## config.mk

```make
export PLATFORM = sky130hd
export DESIGN_NAME = png_chunk_crc_ctrl
export DESIGN_NICKNAME = d
export VERILOG_FILES = /design/src/rtl/png_chunk_crc_ctrl_pkg.sv /design/src/rtl/png_chunk_crc_ctrl.sv
export SDC_FILE = /design/constraint.sdc
export NUM_CORES = 1
export LEC_CHECK = 0
export ABC_AREA = 1
export CAP_MARGIN = 20
export CORE_ASPECT_RATIO = 1.2
export CORE_MARGIN = 4
export CORE_UTILIZATION = 40
export DETAILED_ROUTE_END_ITERATION = 8
export GPL_ROUTABILITY_DRIVEN = 0
export PLACE_DENSITY = 0.7
export SKIP_LAST_GASP = 1
export SYNTH_ARGS = -nofsm -noshare
export SYNTH_HDL_FRONTEND = slang
export SYNTH_SLANG_ARGS = --single-unit
```

## constraint.sdc

```tcl
create_clock -name clk -period 2.1 [get_ports clk]
set_input_delay 0.21 -clock clk [delete_from_list [all_inputs] [get_ports clk]]
set_output_delay 0.21 -clock clk [all_outputs]
set_load 0.03 [all_outputs]
```

## src/rtl/png_chunk_crc_ctrl_pkg.sv

```systemverilog
// rtl/png_chunk_crc_ctrl_pkg.sv - shared widths, state encoding and PNG chunk type codes
package png_chunk_crc_ctrl_pkg;

    localparam int DATA_WD = 32;
    localparam int LEN_WD  = 31;

    typedef enum logic [2:0] {
        ST_IDLE = 3'd0,
        ST_LEN  = 3'd1,
        ST_TYP  = 3'd2,
        ST_DAT  = 3'd3,
        ST_WAIT = 3'd4,
        ST_CRC  = 3'd5
    } state_e;

    // Chunk types as big-endian ASCII words
    localparam logic [DATA_WD-1:0] PNG_IHDR = 32'h4948_4452;
    localparam logic [DATA_WD-1:0] PNG_IDAT = 32'h4944_4154;
    localparam logic [DATA_WD-1:0] PNG_IEND = 32'h4945_4E44;

endpackage

```

## src/rtl/png_chunk_crc_ctrl.sv

```systemverilog
// rtl/png_chunk_crc_ctrl.sv - sequences one PNG chunk into {LENGTH, TYPE, DATA..., CRC} and drives the crc32 core
module png_chunk_crc_ctrl #(
    parameter int DATA_WD = png_chunk_crc_ctrl_pkg::DATA_WD,
    parameter int LEN_WD  = png_chunk_crc_ctrl_pkg::LEN_WD
) (
    input  logic               clk,
    input  logic               rstn,
    input  logic               chk_start_i,
    input  logic [LEN_WD-1:0]  chk_len_i,
    input  logic [DATA_WD-1:0] chk_typ_i,
    output logic               chk_rdy_o,
    input  logic               val_i,
    input  logic [DATA_WD-1:0] dat_i,
    output logic               rdy_o,
    output logic               val_o,
    output logic [DATA_WD-1:0] dat_o,
    output logic               lst_o,
    input  logic               rdy_i,
    output logic               crc_start_o,
    output logic               crc_val_o,
    output logic [DATA_WD-1:0] crc_dat_o,
    output logic               crc_lst_o,
    input  logic               crc_done_i,
    input  logic               crc_val_i,
    input  logic [DATA_WD-1:0] crc_dat_i,
    output logic               busy_o,
    output logic               done_o,
    output logic               err_o
);
    import png_chunk_crc_ctrl_pkg::*;

    localparam int CNT_WD = LEN_WD - 2;
    localparam logic [CNT_WD-1:0] WCNT_ONE = CNT_WD'(1);

    state_e              state_q, state_d;
    logic [LEN_WD-1:0]   len_q, len_d;
    logic [DATA_WD-1:0]  typ_q, typ_d;
    logic [DATA_WD-1:0]  crc_q, crc_d;
    logic [CNT_WD-1:0]   wcnt_q, wcnt_d;
    logic                err_q, err_d;

    always_ff @(posedge clk) begin
        if (rstn) begin
            state_q <= ST_IDLE;
            len_q   <= '0;
            typ_q   <= '0;
            crc_q   <= '0;
            wcnt_q  <= '0;
            err_q   <= 1'b0;
        end else begin
            state_q <= state_d;
            len_q   <= len_d;
            typ_q   <= typ_d;
            crc_q   <= crc_d;
            wcnt_q  <= wcnt_d;
            err_q   <= err_d;
        end
    end

    always_comb begin
        state_d     = state_q;
        len_d       = len_q;
        typ_d       = typ_q;
        crc_d       = crc_q;
        wcnt_d      = wcnt_q;
        err_d       = err_q;
        chk_rdy_o   = 1'b0;
        rdy_o       = 1'b0;
        val_o       = 1'b0;
        dat_o       = '0;
        lst_o       = 1'b0;
        crc_start_o = 1'b0;
        crc_val_o   = 1'b0;
        crc_dat_o   = '0;
        crc_lst_o   = 1'b0;
        done_o      = 1'b0;

        case (state_q)
            ST_IDLE: begin
                chk_rdy_o = 1'b1;
                // Suppressed during reset so the core is not cleared by a request that is about to be dropped
                if (chk_start_i && !rstn) begin
                    len_d  = chk_len_i;
                    typ_d  = chk_typ_i;
                    wcnt_d = chk_len_i[LEN_WD-1:2];
                    err_d  = |chk_len_i[1:0];
                    if (chk_len_i[1:0] == 2'b00) begin
                        crc_start_o = 1'b1;
                        state_d     = ST_LEN;
                    end
                end
            end
            ST_LEN: begin
                val_o = 1'b1;
                dat_o = {{(DATA_WD-LEN_WD){1'b0}}, len_q};
                if (rdy_i) state_d = ST_TYP;
            end
            ST_TYP: begin
                val_o = 1'b1;
                dat_o = typ_q;
                if (rdy_i) begin
                    crc_val_o = 1'b1;
                    crc_dat_o = typ_q;
                    crc_lst_o = (wcnt_q == '0);
                    state_d   = (wcnt_q == '0) ? ST_WAIT : ST_DAT;
                end
            end
            ST_DAT: begin
                // Pass-through so the core only sees words the consumer actually took
                val_o = val_i;
                dat_o = dat_i;
                rdy_o = rdy_i;
                if (val_i && rdy_i) begin
                    crc_val_o = 1'b1;
                    crc_dat_o = dat_i;
                    crc_lst_o = (wcnt_q == WCNT_ONE);
                    wcnt_d    = wcnt_q - WCNT_ONE;
                    if (wcnt_q == WCNT_ONE) state_d = ST_WAIT;
                end
            end
            ST_WAIT: begin
                if (crc_done_i && crc_val_i) begin
                    crc_d   = crc_dat_i;
                    state_d = ST_CRC;
                end
            end
            ST_CRC: begin
                val_o = 1'b1;
                dat_o = crc_q;
                lst_o = 1'b1;
                if (rdy_i) begin
                    done_o  = 1'b1;
                    state_d = ST_IDLE;
                end
            end
            default: state_d = ST_IDLE;
        endcase
    end

    assign busy_o = (state_q != ST_IDLE);
    assign err_o  = err_q;

endmodule

```

# After elaboration in Yosys (flattened, before gate mapping)
# Index checks and enable logic that the tools add are counted.
# Widths: inputs -> output; s select.
dict set report op_classes {
  n_eq_ne 14
  reduce_logical 15
  mux 31
  addsub 1
}
# operator n
set ops {}
lappend ops {{$pmux 32 s4} 1}
lappend ops {{$mux 32} 2}
lappend ops {{$pmux 32 s2} 1}
lappend ops {{$mux 29} 2}
lappend ops {{$pmux 29 s2} 1}
lappend ops {{$eq 29x1->1 const B} 1}
lappend ops {{$logic_not 29->1} 1}
lappend ops {{$sub 29x1->29 const B} 1}
lappend ops {{$mux 3} 9}
lappend ops {{$pmux 3 s6} 1}
lappend ops {{$ne 2x2->1 const B} 8}
lappend ops {{$mux 1} 11}
lappend ops {{$reduce_and 8->1} 1}
lappend ops {{$eq 3x2->1 const B} 2}
lappend ops {{$eq 3x3->1 const B} 2}
lappend ops {{$pmux 1 s2} 3}
lappend ops {{$reduce_and 2->1} 2}
lappend ops {{$eq 3x1->1 const B} 1}
lappend ops {{$logic_and 1x1->1} 3}
lappend ops {{$logic_not 3->1} 1}
lappend ops {{$reduce_and 3->1} 1}
lappend ops {{$reduce_bool 3->1} 1}
lappend ops {{$reduce_or 3->1} 1}
lappend ops {{$logic_not 2->1} 1}
lappend ops {{other kinds (3)} 3}
dict set report word_totals {
  reg_bits 128
  word_cells 67
  out_inout_bits 74
}

# Logic depth before layout (Yosys ltp)
# Gate-level depths: netlist of run 1.
dict set report depth {
  ltp_word 4
  depth_mapped 11
  depth_no_buf 11
}

# Least setup slack after synthesis of run 1
# OpenSTA, ideal clock, no wires.
dict set report synth_timing {
  path_kind {register to output}
  startpoint {register state_q[1]}
  endpoint {output crc_dat_o[21]}
  path_buffers 1
  slack_ps 217
  arrival_ps 1673
  t_required_ps 1890
  path_stages_with_launch 8
  path_cell_list {dfxtp_1 -> inv_2 -> nor2_2 -> nand2_2 -> nor2_4 -> inv_2 -> clkbuf_1 -> o21ai_0}
}
dict set report synth_via {
  elab_chain_cells 2
}
# item line
set synth_rtl {}
lappend synth_rtl {{from (decl)} png_chunk_crc_ctrl.sv:35} ;# state_e state_q, state_d;
lappend synth_rtl {{from (signal assigned)} png_chunk_crc_ctrl.sv:51} ;# state_q <= state_d;
lappend synth_rtl {{$eq 3x2->1} png_chunk_crc_ctrl.sv:78} ;# case (state_q)
lappend synth_rtl {{$pmux 32 s2 *} png_chunk_crc_ctrl.sv:78}
lappend synth_rtl {{to (decl)} png_chunk_crc_ctrl.sv:21} ;# output logic [DATA_WD-1:0] crc_dat_o,
# Every way passes the cells marked *; elsewhere a longest branch is shown, timed or not.

# Final worst setup path of run 1
dict set report layout_timing {
  startpoint {register wcnt_q[9]}
  endpoint {output crc_lst_o}
}
dict set report layout_via {
  elab_chain_cells 3
}
# item line
set layout_rtl {}
lappend layout_rtl {{from (decl)} png_chunk_crc_ctrl.sv:39} ;# logic [CNT_WD-1:0] wcnt_q, wcnt_d;
lappend layout_rtl {{from (signal assigned)} png_chunk_crc_ctrl.sv:55} ;# wcnt_q <= wcnt_d;
lappend layout_rtl {{$eq 29x1->1 or $logic_not 29->1 (tied branches)} {png_chunk_crc_ctrl.sv:116, png_chunk_crc_ctrl.sv:104}}
lappend layout_rtl {{$mux 1 (on tied branches)} {png_chunk_crc_ctrl.sv:113, png_chunk_crc_ctrl.sv:101}}
lappend layout_rtl {{$pmux 1 s2 *} png_chunk_crc_ctrl.sv:78}
lappend layout_rtl {{to (decl)} png_chunk_crc_ctrl.sv:22} ;# output logic crc_lst_o,
# Marks and branches as above.

==> metrics, run 1 <==
worst r2r dst wcnt_q[13]; Layout area overhead 46.59%; core area 16,920 um2; Vias/cell 5.296; Synth Net Count 1,211; DR iter-0 viols 710; synth unique cells 34; Clk pwr share 0.289; ys flop type dfxtp_1; post-route clock period utilization 1.037; HPWL Detailed 17.69 mm; Worst-Margin Slew 0.4905 ns; Final #Nets 1,420; CP Max Fanout 3; Cells after Synth 1,075; GRT Residual Overflow 0; Final Non-Filler Cells 1,511; Req. time, crit path 1.89 ns; Tot Pwr 9.910 mW; yosys warns 0; Int Power 6.129 mW; synthesized area per cell 6.413 um2; Pleak 4.168 nW; Yosys top cell by area dfxtp_1; EDFF count, synth 0; placed cells 1,458; initial antenna violation count 1; Max transition margin 0.6725; CTS Root Cell clkbuf_16; min Tclk post-route 2.178 ns; Ports 208; Sink Count 128; total wire length 25.38 mm; worst hold slack 0.3698 ns; first-pass GRT wire length 38.30 mm; Seq pwr share 0.310; clock buffer depth 2; drt wl/cell 16.79 um; crit-path max cell delay 0.35 ns; final setup fails 1; Async SR Flop Fraction 0; Storage cell area 2584 um2; count of final hold-check violations 0; All-Layer GR Usage 0.2458; achievable clock frequency 459.1 MHz; failing checks setup timing; Mapped Area 6894 um2; Final Core Density 0.5974; Sw Ratio 0.3815; crit path capture type output pin; Hold Path Depth 3; multi-input logic area 3662 um2; Yosys top cell area share 0.3717; # H-tree levels 4; most used cell, CP nor2_4; routed vias 8,002; sequential cell area fraction in the yosys report 0.3717; Reg2Reg Setup Slack 0.21 ns; Remaining DRCs 0; CTS tree built; fillcell total 1,560; Hold Startpoint chk_typ_i[31]; maximum vdd drop 0.5886 mV; Setup CP Type reg -> out; starting density of the core 0.4075; worst min-delay path category in -> reg; Hold Path Sink typ_q[31]; Net Sw Power 3.781 mW; power density cells 980.6 nW/um2; RSZ-0062 raised after global routing yes; Reg2Reg Launch Point state_q[1]; Pins Over Slew Limit 0; Critical Path AT 1.97 ns; Die W 127.8 um; FP Rows 52; final setup margin -0.07834 ns; Critical Path Start Type flop; DR pass1 iterations 5; top-count cell post-synth inv_1; Comb pwr share 0.400; synth top area cells dfxtp_1, o21ai_0, a21oi_1, inv_1, nand2_1; CTS Buf Count 17; crit path max-delay cell type dfxtp_4; top cells by count, synth inv_1, nand2_1, o21ai_0, a21oi_1, nor2_1; clk_skew 0.007747 ns; Die H 151.8 um; IO buf count 207; Worst-path clk slew 0.06 ns; worst-path cell chain nor2_4, nand2_4, nor2_4, nand2_2, nor2_2, nand4_1, o32ai_4, buf_6, buf_12; vias in the first global route 7,240; post-route ant nets 0; largest net degree at the start of global routing 127; fraction of layout cells with a size suffix above 1 0.1708; Yosys reg bits 128; outcome finished with violations; worst-skew pair later-pin latency 0.42 ns; Die ar. 19,410 um2; max cap viols 0; Reg2Reg Depth 10
## worst max-delay path by stage
| stage | from | end | slack [ns] | cells past startpoint |
|---|---|---|---|---|
| final | wcnt_q[9] | crc_lst_o | -0.08 | 9 |
| after global routing | wcnt_q[5] | crc_lst_o | -0.12 | 9 |
| after CTS | wcnt_q[4] | crc_lst_o | -0.20 | 9 |
| after detailed placement | rdy_i | crc_lst_o | 0.12 | 7 |
| after global placement | rdy_i | crc_lst_o | 0.05 | 7 |
| after floorplan | state_q[1] | crc_dat_o[21] | 0.22 | 7 |
## per-layer routing
layer  wire length [um]  track usage
met3               2027      0.04916
met2              12220       0.4004
met4                666      0.09252
met1              10460       0.3202
met5                  0            0
## worst max-delay path, delay by kind of cell, from the launching register on
family                 cells  cell delay (ns)
and+or+nand+nor            6             0.75
DFF                        1             0.35
buffers and inverters      2             0.26
AOI/OAI and AO/OA          1             0.18
## layout by cell type (no fill, tap or decap), types with 5 or more instances in the layout
cell type | netlist | final
o221ai_2 | 0 | 5
nor2_1 | 131 | 107
o21ai_0 | 163 | 139
nor2_4 | 3 | 13
inv_1 | 167 | 160
buf_12 | 0 | 7
nand2_2 | 3 | 7
nand2_4 | 1 | 6
nor2_2 | 6 | 20
nand4_1 | 9 | 9
dfxtp_1 | 128 | 117
buf_4 | 0 | 102
clkdlybuf4s50_1 | 0 | 134
o21ai_1 | 3 | 27
nand2_1 | 163 | 155
inv_2 | 4 | 9
clkbuf_16 | 0 | 18
a21oi_1 | 152 | 149
dfxtp_2 | 0 | 8
o221ai_1 | 31 | 26
nand3_1 | 27 | 25
## stage by stage
step	worst slack, ns	instance area, um2	setup TNS [ns]
after global placement	0.04534	9064	0
after detailed placement	0.1156	9064	0
final	-0.07834	10110	-0.07834
after floorplan	0.2170	6894	0
after global routing	-0.1162	10110	-0.4242
after CTS	-0.2045	9679	-1.467
## sequential cells by signal (all words and copies together) (netlist names)
| register | flops |
|---|---|
| typ_q | 32 |
| err_o | 1 |
| len_q | 31 |
| crc_q | 32 |
| wcnt_q | 29 |
| state_q | 3 |
## cells by family (layout without fill, tap and decap cells)
group | after synthesis | after routing | synth area share
flip-flops | 128 | 128 | 0.3717
XOR/XNOR | 1 | 1 | 0.001271
buffers and inverters | 235 | 453 | 0.1327
AO/OA/AOI/OAI | 361 | 361 | 0.2835
other | 0 | 1 | 0
adder cells (fa/ha/maj) | 2 | 2 | 0.003629
AND/OR/NAND/NOR | 348 | 349 | 0.2073
## final cells by class
type                    count  share of cell area
flip-flops and latches    128              0.2557
multi-input cells         713              0.3624
clock inverters             5            0.008048
clock buffers              24             0.04767
well taps                 216             0.02674
inverters                 171             0.06401
repair buffers            253              0.2352
diodes                      1           0.0002476
## power by group through the flow
stage / Sequential (mW) / Combinational (mW) / Clock, mW
5_1_grt: 3.11 / 4.33 / 2.98
3_5_place_dp: 3.07 / 3.52 / 0
6_report: 3.07 / 3.97 / 2.87
3_3_place_gp: 3.05 / 3.49 / 0
4_1_cts: 3.02 / 3.58 / 2.89
2_1_floorplan: 3.02 / 2.30 / 0
## what timing repair did
| action | in CTS | in global routing |
|---|---|---|
| hold endpoints to repair | 0 | 0 |
| resized for setup | 19 | 99 |
| cloned | 0 | 2 |
| pin swaps | 4 | 15 |
| endpoints found under the setup margin | 67 | 66 |
| setup buffers | 1 | 20 |
| hold buffers | 0 | 0 |
(Power assumes the default switching activity.)
==> run 2, diff against run 1 <==
--- a/config.mk
+++ b/config.mk
@@ -6,13 +6,14 @@
 export NUM_CORES = 1
 export LEC_CHECK = 0
 export ABC_AREA = 1
+export ABC_CLOCK_PERIOD_IN_PS = 2100
 export CAP_MARGIN = 20
 export CORE_ASPECT_RATIO = 1.2
 export CORE_MARGIN = 4
-export CORE_UTILIZATION = 40
+export CORE_UTILIZATION = 48
 export DETAILED_ROUTE_END_ITERATION = 8
 export GPL_ROUTABILITY_DRIVEN = 0
-export PLACE_DENSITY = 0.7
+export PLACE_DENSITY = 0.81
 export SKIP_LAST_GASP = 1
 export SYNTH_ARGS = -nofsm -noshare
 export SYNTH_HDL_FRONTEND = slang
==> run 2 against run 1 <==
Effect of this change:
- the run still ends with setup timing left
- power about the same
- clock power increased by 3%
- clock-buffer cell count increased by 2
- flip-flop and latch count unchanged
- utilization increased by 11 points
- final area decreased by 1.9%
- critical path depth increased by 1
- critical path type unchanged
==> metrics, run 2 (same netlist as run 1, synthesis figures left out) <==
outcome finished with violations; failing checks setup timing; placed cells 1,409; CP Launch Point wcnt_q[1]; Critical Path Start Type flop; Layout area overhead 43.76%; fillcell total 1,152; drt wl/cell 17.33 um; worst-skew pair later-pin latency 0.42 ns; vias in the first global route 7,301; achievable clock frequency 461.9 MHz; Remaining DRCs 0; initial antenna violation count 1; crit path capture type output pin; clock buffer depth 2; Sink Count 128; CTS Root Cell clkbuf_16; Final Non-Filler Cells 1,453; DR pass1 iterations 6; HPWL Detailed 17.32 mm; setup TNS -0.06520 ns; core area 13,940 um2; RSZ-0062 raised after global routing yes; power density cells 1000 nW/um2; routed vias 8,061; largest net degree at the start of global routing 105; CTS Buf Count 17; post-route ant nets 0; FP Rows 47; Int Power 6.194 mW; Req. time, crit path 1.89 ns; min Tclk post-route 2.165 ns; max cap viols 0; worst min-delay path category in -> reg; Reg2Reg Launch Point state_q[1]; CTS tree built; count of final hold-check violations 0; Setup CP Type reg -> out; most frequent cells in the layout inv_1, nand2_1, a21oi_1; Final #Nets 1,405; final setup fails 1; Critical Path AT 1.96 ns; GRT Residual Overflow 0; Worst-Margin Slew 0.4932 ns; maximum vdd drop 0.4647 mV; clk_skew 0.007235 ns; first-pass GRT wire length 38.39 mm; Die W 117.4 um; commonest non-fill, non-tap cell in the layout inv_1; Sw Ratio 0.3752; Max transition margin 0.6707; Vias/cell 5.548; Pins Over Slew Limit 0; All-Layer GR Usage 0.2899; # H-tree levels 4; IO buf count 207; Seq pwr share 0.309; starting density of the core 0.4947; Worst-path clk slew 0.05 ns; Clk pwr share 0.298; CP Max Fanout 4; Pleak 4.121 nW; Ports 208; Hold Buf Count CTS 0; Die ar. 16,350 um2; Comb pwr share 0.393; post-route clock period utilization 1.031; DR iter-0 viols 811; final setup margin -0.06520 ns; total wire length 25.18 mm; Largest regs crc_q: 32 flops, typ_q: 32 flops, len_q: 31 flops; Hold Startpoint chk_typ_i[31]; Die H 139.3 um; Net Sw Power 3.720 mW; fraction of layout cells with a size suffix above 1 0.1491
-- run 2: path summary, 6_finish.rpt --
path                                    to  slack [ns]  cells past startpoint
worst max-delay path             crc_lst_o       -0.07                     10
worst min register to register   crc_q[13]        0.44                      2
worst min-delay path             typ_q[31]        0.39                      3
worst max register to register  wcnt_q[13]        0.25                      9
-- run 2: power groups by stage --
stage                     Clock [mW]  Combinational, mW  Sequential (mW)
after floorplan                    0               2.30             3.02
after global placement             0               3.43             3.05
after detailed placement           0               3.48             3.07
after CTS                       2.97               3.56             3.03
after global routing            3.07               4.25             3.10
final                           2.95               3.90             3.07
-- run 2: cell type report --
type,count,area (um2),area share
timing repair buffer,239,2292,0.2313
multi-input combinational,712,3580,0.3612
clock inverter,5,75.07,0.007575
clock buffer,26,519.2,0.05239
inverter,171,646.9,0.06527
sequential,128,2581,0.2604
tap,171,214.0,0.02159
antenna,1,2.502,0.0002525
-- run 2: through the flow --
stage	util	hold slack (ns)	total power [mW]	setup WS (ns)	instance area, um2
4_1_cts	0.6920	0.3821	9.554	-0.2160	9644
2_1_floorplan	-	0.3205	5.328	0.2170	6894
3_3_place_gp	0.6459	0.4320	6.483	0.1792	9002
5_1_grt	0.7111	0.4028	10.43	-0.1444	9911
3_5_place_dp	0.6459	0.4372	6.542	0.1245	9002
6_report	0.7111	0.3901	9.914	-0.06520	9911
-- run 2: per-layer routing --
metal  up-vias  global-route usage  share of wire
li1       3915                   -              -
met1      3651              0.3669           0.40
met2       421              0.4717           0.47
met3        74             0.07305          0.092
met4         0              0.1248          0.039
met5         -                   0              0
-- run 2: what timing repair did --
action                                  in CTS  in global routing
buffers inserted                             0                 11
endpoints found under the setup margin      44                 59
pin swaps                                    1                 13
resized for setup                           16                 77
cloned                                       1                  1
-- run 2: worst max-delay path: stages, from the launching register on --
cell     delay (ns)
dfxtp_2        0.32
inv_2          0.09
ha_4           0.18
inv_4          0.04
nor2_4         0.14
nand2_4        0.09
nor2_4         0.12
nand4_1        0.10
o32ai_2        0.16
buf_4          0.18
buf_12         0.11
==> RTL edit (flow settings as in run 2) <==
Put one more register stage on the output `err_o`, without a reset. The value now appears one clock later. The other outputs are not delayed to match.
--- a/src/rtl/png_chunk_crc_ctrl.sv
+++ b/src/rtl/png_chunk_crc_ctrl.sv
@@ -138,7 +138,9 @@
     end
 
     assign busy_o = (state_q != ST_IDLE);
-    assign err_o  = err_q;
+    always_ff @(posedge clk) begin
+        err_o <= err_q;
+    end
 
 endmodule
 
Behaviour: not the same (a bounded check fails within 4 cycles, from zero or initial values and one cycle with rstn high).
==> RTL edit against run 2 <==
- power decreased by 0.79%
- critical path depth decreased by 2
- sequential share of layout area decreased by 0.054 points
- largest power group unchanged
- cell area increased by 0.64%
- synthesized area increased by 0.29%
- maximum frequency increased by 5.7%
- sequential cell count increased by 1
- worst setup slack improved by 120 ps
- wire length increased by 2.1%
==> RTL edit: results (changes against run 2) <==
Status: finished, final reports clean
DRT Pass-1 Iters: 6 (unchanged)
Routed wl met3: 2.18 mm (-5.6%)
Relative slew margins: 67.1% (about the same)
DP HPWL: 17.8 mm (+2.8%)
P per Cell Area: 986 mW/mm^2 (-1.4%)
Global Route Usage Sum: 29.4% (+0.44 points)
VDD IR-drop max: 732 uV (+57%)
WL met2: 12.3 mm (+3.9%)
Hold Path Class: flip-flop to flip-flop
Met3 Use GR: 5.24% (-2.1 points)
Largest delay share family, worst path: buffers and inverters
Worst Hold Endpoint: err_o
First-pass GRT wire length: 39.2 mm (+2.0%)
Layout cells sized above 1: 15.9% (+0.96 points)
Seq power: 3080 uW (about the same)
Synth Area in Compound Gates: 28.3% (-0.082 points)
Clock insertion delay at the later pin of the skew report: 420 ps (about the same)
Total number of vias: 8246 (+2.3%)
Synth area leaders: dfxtp_1, o21ai_0, a21oi_1, inv_1, nand2_1
Wire per inst: 17.6 um (+1.3%)
Worst Hold Launch: err_q
Initial antenna violation count: 1 (unchanged)
Multiplexer area fraction after synthesis: 0% (unchanged)
R2R cell count: 9 (unchanged)
Fin Clk Skew: 9.78 ps (+2.55 ps)
R2R Setup Slk: 270 ps (+20 ps)
Largest stage delay on the critical path: 340 ps (+20 ps)
Worst Setup SP: state_q[1]
Iter 0 DRT Violations: 921 (+14%)
Hold path depth: 0 (-3)
Final Hold Slack: 345 ps (-45.5 ps)
Final #Nets: 1417 (+0.85%)
Clock Power: 2700 uW (-8.5%)
Fill cells: 1135 (-1.5%)
Crit path to: dat_o[13]
Pint: 6020 uW (-2.9%)
Vias in the first global route: 7420 (+1.6%)
Die X: 118 um (+0.14%)
Met1 global-route usage: 38.0% (+1.3 points)
Synth Area in Adders: 0.362% (-0.0011 points)
Leakage: 0.00415 uW (+0.75%)
CP max FO: 17 (+13)
Xor and xnor area share after synthesis: 0.127% (-0.00037 points)
M1 wire length: 10.3 mm (+1.7%)
Largest net degree at the start of global routing: 70 (-33%)
Syn Nets: 1212 (+0.083%)
[RTL edit: cell types whose count changed after synthesis]
cell and delta:
dfxtp_1 +1
[RTL edit: per-stage QoR]
step | setup TNS, ps | setup slack, ps | area, sq um | cells
after CTS | -69.4 | -55.7 | 9750 | 1454
final | 0 | 51.2 | 9970 | 1464
after detailed placement | 0 | 132 | 9100 | 1416
after global placement | 0 | 220 | 9100 | 1416
after floorplan | 0 | 217 | 6910 | 1076
after global routing | -213 | -31.0 | 9970 | 1464
[RTL edit: cell type report]
cell class                 count  area [sq um]  area share, %
sequential                   129          2590           26.0
clock inverter                12          95.1          0.953
clock buffer                  18           439           4.40
tap                          171           214           2.15
timing repair buffer         250          2400           24.1
inverter                     171           642           6.44
antenna                        1          2.50         0.0251
multi-input combinational    712          3580           35.9
[RTL edit: timing repair]
action                                  in CTS  in global routing
buffers inserted                             8                  7
gates resized for setup                     25                 60
endpoints found under the setup margin      38                 65
gates cloned                                 0                  2
pin swaps                                    5                  9
